==> src/rtl/cvita_ingress_pkg.sv <==
// Shared types and constants for the CVITA ingress buffer.
package cvita_ingress_pkg;

  localparam int unsigned DROP_CNT_W = 16;

  typedef enum logic {
    ACCEPT = 1'b0,
    DROP   = 1'b1
  } ingress_state_e;

endpackage

==> src/rtl/cvita_ingress_ram.sv <==
// Packet storage: synchronous write, asynchronous read, no reset on contents.
module cvita_ingress_ram #(
  parameter int unsigned WORD_W = 65,
  parameter int unsigned SIZE   = 5
) (
  input  logic              clk,
  input  logic              we_i,
  input  logic [SIZE-1:0]   waddr_i,
  input  logic [WORD_W-1:0] wdata_i,
  input  logic [SIZE-1:0]   raddr_i,
  output logic [WORD_W-1:0] rdata_o
);

  localparam int unsigned DEPTH = 1 << SIZE;

  logic [WORD_W-1:0] mem_q [DEPTH];

  always_ff @(posedge clk) begin
    if (we_i) begin
      mem_q[waddr_i] <= wdata_i;
    end
  end

  assign rdata_o = mem_q[raddr_i];

endmodule

==> src/rtl/cvita_ingress_buffer.sv <==
// Store-and-forward CVITA packet buffer feeding one crossbar input; packets
// that cannot fit in the buffer are dropped whole and counted.
module cvita_ingress_buffer
  import cvita_ingress_pkg::*;
#(
  parameter int unsigned WIDTH = 64,
  parameter int unsigned SIZE  = 5
) (
  input  logic                  clk,
  input  logic                  reset,
  input  logic                  clear,
  input  logic [WIDTH-1:0]      i_tdata,
  input  logic                  i_tlast,
  input  logic                  i_tvalid,
  output logic                  i_tready,
  output logic [WIDTH-1:0]      o_tdata,
  output logic                  o_tlast,
  output logic                  o_tvalid,
  input  logic                  o_tready,
  output logic                  pkt_present,
  output logic [SIZE:0]         pkt_count,
  output logic [SIZE:0]         occupied,
  output logic [DROP_CNT_W-1:0] drop_count
);

  localparam int unsigned PTR_W  = SIZE + 1;
  localparam int unsigned WORD_W = WIDTH + 1;
  localparam logic [PTR_W-1:0] DEPTH = PTR_W'(1 << SIZE);

  ingress_state_e        state_q, state_d;
  logic [PTR_W-1:0]      wr_ptr_q, wr_ptr_d;
  logic [PTR_W-1:0]      cm_ptr_q, cm_ptr_d;
  logic [PTR_W-1:0]      rd_ptr_q, rd_ptr_d;
  logic [PTR_W-1:0]      pkt_count_q, pkt_count_d;
  logic [DROP_CNT_W-1:0] drop_count_q, drop_count_d;
  logic                  pkt_present_q;

  logic              full_c;
  logic              in_ready_c;
  logic              out_valid_c;
  logic              rd_fire_c;
  logic              wr_en_c;
  logic              commit_c;
  logic              release_c;
  logic [WORD_W-1:0] rd_word_c;

  assign full_c      = (wr_ptr_q - rd_ptr_q) == DEPTH;
  assign out_valid_c = rd_ptr_q != cm_ptr_q;
  assign rd_fire_c   = out_valid_c && o_tready;

  // Ingress FSM, pointer and counter next-state logic.
  always_comb begin
    state_d      = state_q;
    wr_ptr_d     = wr_ptr_q;
    cm_ptr_d     = cm_ptr_q;
    rd_ptr_d     = rd_ptr_q;
    pkt_count_d  = pkt_count_q;
    drop_count_d = drop_count_q;
    in_ready_c   = 1'b1;
    wr_en_c      = 1'b0;
    commit_c     = 1'b0;
    release_c    = 1'b0;

    case (state_q)
      ACCEPT: begin
        in_ready_c = !full_c;
        if (i_tvalid && !full_c) begin
          wr_en_c  = 1'b1;
          wr_ptr_d = wr_ptr_q + PTR_W'(1);
          if (i_tlast) begin
            cm_ptr_d = wr_ptr_q + PTR_W'(1);
            commit_c = 1'b1;
          end
        end else if (i_tvalid && pkt_count_q == '0) begin
          // A partial packet alone fills the buffer: it can never commit.
          state_d      = DROP;
          wr_ptr_d     = cm_ptr_q;
          drop_count_d = drop_count_q + DROP_CNT_W'(1);
        end
      end
      DROP: begin
        in_ready_c = 1'b1;
        if (i_tvalid && i_tlast) begin
          state_d = ACCEPT;
        end
      end
      default: state_d = ACCEPT;
    endcase

    if (rd_fire_c) begin
      rd_ptr_d  = rd_ptr_q + PTR_W'(1);
      release_c = rd_word_c[WIDTH];
    end

    case ({commit_c, release_c})
      2'b10:   pkt_count_d = pkt_count_q + PTR_W'(1);
      2'b01:   pkt_count_d = pkt_count_q - PTR_W'(1);
      default: pkt_count_d = pkt_count_q;
    endcase

    if (clear) begin
      state_d      = ACCEPT;
      wr_ptr_d     = '0;
      cm_ptr_d     = '0;
      rd_ptr_d     = '0;
      pkt_count_d  = '0;
      drop_count_d = '0;
      wr_en_c      = 1'b0;
    end
  end

  always_ff @(posedge clk or posedge reset) begin
    if (reset) begin
      state_q       <= ACCEPT;
      wr_ptr_q      <= '0;
      cm_ptr_q      <= '0;
      rd_ptr_q      <= '0;
      pkt_count_q   <= '0;
      drop_count_q  <= '0;
      pkt_present_q <= 1'b0;
    end else begin
      state_q       <= state_d;
      wr_ptr_q      <= wr_ptr_d;
      cm_ptr_q      <= cm_ptr_d;
      rd_ptr_q      <= rd_ptr_d;
      pkt_count_q   <= pkt_count_d;
      drop_count_q  <= drop_count_d;
      pkt_present_q <= pkt_count_d != '0;
    end
  end

  cvita_ingress_ram #(
    .WORD_W(WORD_W),
    .SIZE  (SIZE)
  ) u_ram (
    .clk    (clk),
    .we_i   (wr_en_c),
    .waddr_i(wr_ptr_q[SIZE-1:0]),
    .wdata_i({i_tlast, i_tdata}),
    .raddr_i(rd_ptr_q[SIZE-1:0]),
    .rdata_o(rd_word_c)
  );

  assign i_tready          = in_ready_c;
  assign o_tvalid          = out_valid_c;
  assign {o_tlast, o_tdata} = rd_word_c;
  assign pkt_present       = pkt_present_q;
  assign pkt_count         = pkt_count_q;
  assign occupied          = wr_ptr_q - rd_ptr_q;
  assign drop_count        = drop_count_q;

endmodule

==> config.mk <==
export PLATFORM = sky130hd
export DESIGN_NAME = cvita_ingress_buffer
export DESIGN_NICKNAME = d
export VERILOG_FILES = /design/src/rtl/cvita_ingress_pkg.sv /design/src/rtl/cvita_ingress_ram.sv /design/src/rtl/cvita_ingress_buffer.sv
export SDC_FILE = /design/constraint.sdc
export NUM_CORES = 2
export LEC_CHECK = 0
export CAP_MARGIN = 10
export CORE_MARGIN = 10
export CORE_UTILIZATION = 26
export DETAILED_ROUTE_END_ITERATION = 10
export GPL_ROUTABILITY_DRIVEN = 0
export PLACE_DENSITY_LB_ADDON = 0.05
export SKIP_CTS_REPAIR_TIMING = 1
export SLEW_MARGIN = 20
export SYNTH_ARGS = -nofsm -noshare
export SYNTH_HDL_FRONTEND = slang
export SYNTH_HIERARCHICAL = 1
export SYNTH_SLANG_ARGS = --single-unit
==> constraint.sdc <==
create_clock -name clk -period 8.79 [get_ports clk]
set_clock_uncertainty 0.05 [all_clocks]
set_input_delay 1.758 -clock clk [delete_from_list [all_inputs] [get_ports clk]]
set_output_delay 1.758 -clock clk [all_outputs]
set_load 0.01 [all_outputs]
Word level (Yosys, flattened, before mapping)
Memories as Yosys holds them, arrays and structs flattened. Cells that the tools add are included.

Add/subtract/negate cells: 6. Eq/ne operators: 6. Mux-type cells: 31. Bitwise operators: 1. Reductions and logical operators: 15.

Operators with widths (number): $mux 6 (11); $mux 16 (4); $add 6x1->6 const B (3); $add 16x1->16 const B (1); $mux 1 (13); $pmux 6 s2 (1); $reduce_bool 2->1 (4); $eq 6x6->1 const B (1); $logic_not 6->1 (1); $ne 6x6->1 (1); $reduce_and 3->1 (2); $reduce_bool 6->1 (1); $sub 6x1->6 const B (1); $sub 6x6->6 (1); $logic_and 1x1->1 (4); $ne 2x2->1 const B (2); $pmux 1 s2 (2); $reduce_bool 3->1 (1); $eq 2x1->1 const B (1); $eq 2x2->1 const B (1); $reduce_and 2->1 (1); $logic_not 1->1 (1); $not 1->1 (1).

Flip-flop bits (word level): 42. RAM bits: 2080. Bits of input ports: 70. Output and inout port bits: 96. Logic and storage cells: 67. Memories kept: 1.

Memories: u_ram.mem_q (depth 32, width 65, read ports 1, clocked after Yosys merged registers in 0, wr ports 1, line cvita_ingress_ram.sv:16) `logic [WORD_W-1:0] mem_q [DEPTH];`.

Logic depth before layout (Yosys ltp)
Word-level depth: 10. Gate-level depth with buffers: 19. Mapped depth without buffers: 18.

Modules after synthesis
The synthesis kept the hierarchy.

Modules (own cells, without submodules): cvita_ingress_ram (times used 1, cells an instance 3082, area an instance 78893.2 um^2, sequential area each 62459.9 um^2); cvita_ingress_buffer (times used 1, cells an instance 292, area an instance 2727.6 um^2, sequential area each 1051.0 um^2).

Worst setup path after synthesis
OpenSTA, ideal clock, no wires.

Path kind: input-to-reg. Start: input port clear. End: memory u_ram.mem_q[28][0], enable pin. Arrival time: 5804 ps. Required time: 8251 ps. Path slack: 2448 ps. Stages on the path: 6. Path buffers: 3. Cell sequence: clkbuf_1 > clkbuf_1 > nor3_1 > or3b_2 > clkbuf_1 > nor2_1.

Longest elaborated chain between the ends: 3.

RTL lines: start, declared (line cvita_ingress_buffer.sv:11) `input logic clear,`; $mux 1 (line cvita_ingress_buffer.sv:101) `if (clear) begin`; named net wr_en_c (line cvita_ingress_buffer.sv:42) `logic wr_en_c;`; $mux 1 (line cvita_ingress_ram.sv:19) `if (we_i) begin`; $mux 1 (implied by the code) (line cvita_ingress_ram.sv:20) `mem_q[waddr_i] <= wdata_i;`; end, declared (line cvita_ingress_ram.sv:16).

The timed path passes the listed nets, and every way through them passes these cells.

Worst setup path in the final report
Start: register rd_ptr_q[0]. End: output port o_tdata[7].

Longest elaborated chain between the ends: 1.

RTL lines: start, declared (line cvita_ingress_buffer.sv:33) `logic [PTR_W-1:0] rd_ptr_q, rd_ptr_d;`; start signal, assigned (line cvita_ingress_buffer.sv:125) `rd_ptr_q <= rd_ptr_d;`; $mem_v2 32x65; end, declared (line cvita_ingress_buffer.sv:16) `output logic [WIDTH-1:0] o_tdata,`.

No other way between the ends.

==> results.json <==
{
  "initial_core_util_pct": 26.15,
  "fmax_mhz": 141.3,
  "startpoint": "rd_ptr_q[0]$_DFFE_PP0P_",
  "hp-class": "register to register",
  "hold_viol_final": 0,
  "synth-seq-cells": 2122,
  "antenna_found_initial": 22,
  "rsz0062_at_grt": "false",
  "powerDensity_mw_per_mm2": 274.4,
  "min_to": "drop_count[15]$_DFFE_PP0P_",
  "route.detailed.drc": 0,
  "vdd.ir_drop.worst_v": 0.0001970,
  "ys_async_sr_fraction_pct": 1.979,
  "io_pins": 166,
  "setup_viol": 0,
  "syn_nets": 3459,
  "cp-start-kind": "register",
  "cts.clk_slew.worst_paths_ns": 0.06,
  "p_leak_nw": 28.78,
  "holdPathStages": 2,
  "power.total_w": 0.02658,
  "dr_total_vias": 37766,
  "synth.distinct_cells": 63,
  "r2r_start": "rd_ptr_q[1]$_DFFE_PP0P_",
  "crit_type": "register to output pin",
  "cts_buffer_depth": 4,
  "ys_warn_count": 6,
  "first_iter_violations": 2983,
  "port_buffers": 165,
  "cts_tree": "built",
  "wirelength_mm": 257.1,
  "synth_edf_count": 2080,
  "grt_pass1_vias": 40576,
  "max_cap_viol_count": 0,
  "vias_per_cell": 4.679,
  "slew_headroom_pct": 24.64,
  "end_kind": "output pin",
  "coreArea_mm2": 0.3122,
  "cts_buffers": 244,
  "r2r_end": "u_ram/mem_q[22][41]$_DFFE_PP_",
  "synthFlopType": "edfxtp_1",
  "firstDrtPassIters": 5,
  "utilization_pct": 31.03,
  "grt_max_degree": 95,
  "die_h_um": 580.3,
  "area_growth_pct": 18.66,
  "worstPathArrival_ns": 5.27,
  "ys_top_cells_by_area": "edfxtp_1 (77%), mux4_2 (17%), dfrtp_1 (1.3%)",
  "grt_pass1_wl_mm": 353.3,
  "grt_usage_pct": 14.88,
  "hp-start": "drop_count[15]$_DFFE_PP0P_",
  "ys_seq_area_share_pct": 77.81,
  "clk_latency_ns": 0.90,
  "htreeDepth": 4,
  "synth_top_area_share_pct": 76.52,
  "cts_root_buf": "clkbuf_16",
  "synth_top_cell_by_area": "edfxtp_1",
  "cp.required_ns": 6.98,
  "path_max_fanout": 70,
  "grt-ovfl-total": 0,
  "cts_sinks": 2122,
  "fin_crit_ns": 7.079,
  "r2r_slack_ns": 2.90,
  "detail_route.wl_per_cell_um": 31.86,
  "rows": 205,
  "status": "finished clean",
  "final.setup.tns_ns": 0,
  "layout.nets": 3805,
  "slew_violations": 0,
  "max_slew.worst_pin.slew_ns": 1.128,
  "netlist_area_mm2": 0.08162,
  "drive_gt1_share_pct": 31.16,
  "die_w_um": 580.3,
  "reg2reg_depth": 11,
  "syn_area_per_cell_um2": 24.19,
  "design.die.area_mm2": 0.3367,
  "ant_nets": 0,
  "synth_cells": 3374,
  "fin_crit_sh_pct": 80.54,
  "dp_hpwl_mm": 129.0
}
==> layer usage <==
| metal | global-route usage (%) | up-vias | wire [µm] |
|---|---|---|---|
| met2 | 25.54 | 683 | 128500 |
| met1 | 20.20 | 21474 | 115200 |
| met4 | 2.840 | 10 | 4939 |
| met3 | 2.143 | 328 | 8348 |
| met5 | 0 | - | 74 |
| li1 | - | 15271 | - |
==> cell type report <==
type / instances / area [µm²]
Antenna cell: 6 / 15.01
Clock buffer: 303 / 6370
Clock inverter: 148 / 1395
Fill cell: 29588 / 215300
Inverter: 17 / 66.31
Multi-Input combinational cell: 1064 / 17490
Sequential cell: 2122 / 63530
Tap cell: 4140 / 5180
Timing Repair Buffer: 271 / 2808
==> worst max-delay path, cell delays in order, from the launching register on <==
cell and delay, ns:
dfrtp_4 0.85, buf_12 0.50, buf_4 0.70, mux4_2 0.60, mux4_2 0.50, mux2_2 0.37, clkdlybuf4s50_1 0.53
==> kinds of logic after synthesis <==
kind of cell | after synthesis | share of synthesized area (%)
multiplexers | 730 | 18.45
AND/OR/NAND/NOR | 182 | 1.157
XOR/XNOR | 37 | 0.3970
AO/OA/AOI/OAI | 100 | 0.8738
buffers and inverters | 188 | 1.064
flip-flops | 2122 | 77.81
adder cells (fa/ha/maj) | 15 | 0.2483
==> layout by cell type, fill, tap and decap left out, types with 28 or more instances in the layout <==
cell and instances:
clkinv_1 54, dfrtp_1 37, nor2_4 32, clkdlybuf4s50_1 137
mux2_2 74, edfxtp_1 2080, buf_4 66, nor2_1 55
buf_12 40, mux2i_1 44, clkinv_2 46, clkbuf_16 246
buf_2 28, clkbuf_1 57, mux4_2 611
==> state kept, by name, indices dropped and copies added (netlist names) <==
signal,flops
drop_count,16
cm_ptr_q,6
wr_ptr_q,6
u_ram/mem_q,2080
rd_ptr_q,6
pkt_present,1
pkt_count,6
state_q,1
==> synth_stat cells, types with 5 or more instances <==
| cell | number |
|---|---|
| edfxtp_1 | 2080 |
| mux4_2 | 611 |
| nor2_1 | 88 |
| clkbuf_1 | 79 |
| mux2_2 | 74 |
| buf_2 | 67 |
| mux2i_1 | 44 |
| dfrtp_1 | 42 |
| xnor2_1 | 26 |
| a21oi_1 | 16 |
| inv_1 | 15 |
| nand2_1 | 14 |
| a221oi_1 | 13 |
| ha_1 | 13 |
| nand3_1 | 13 |
| o21ai_0 | 11 |
| xor2_1 | 11 |
| buf_1 | 10 |
| a211oi_1 | 9 |
| buf_4 | 9 |
| o22ai_1 | 9 |
| nand3b_1 | 7 |
| o21ai_1 | 7 |
| and2_1 | 6 |
| buf_6 | 6 |
| nand2b_1 | 6 |
| nor2b_1 | 6 |
| nor3_1 | 6 |
| nand4_1 | 5 |
==> power breakdown <==
part,switching [W],internal (W)
sequential,0.000176,0.0114
combinational,0.00257,0.00252
clock,0.00415,0.00577
total,0.00690,0.0197
==> how the worst max path moves through the flow <==
stage               cells past startpoint                      endpoint  slack (ns)
finish                                  6                    o_tdata[7]        1.71
global route                            6                    o_tdata[7]        1.32
CTS                                     6                    o_tdata[7]        1.48
detailed placement                      6                    o_tdata[7]        2.49
global placement                        6                    o_tdata[7]        2.53
floorplan                               6  u_ram/mem_q[28][0]$_DFFE_PP_        2.45
==> metrics by stage <==
stage	hold WS, ns	std cells	setup slack (ns)	cell area (µm²)
after floorplan	0.4784	3374	2.448	81620
after global placement	0.4814	7612	2.532	89170
after detailed placement	0.4837	7614	2.493	89210
after CTS	0.5058	8065	1.481	96980
after global routing	0.5273	8066	1.320	96840
final	0.4991	8071	1.711	96850
Note: power is estimated with default switching activity, not from simulation.
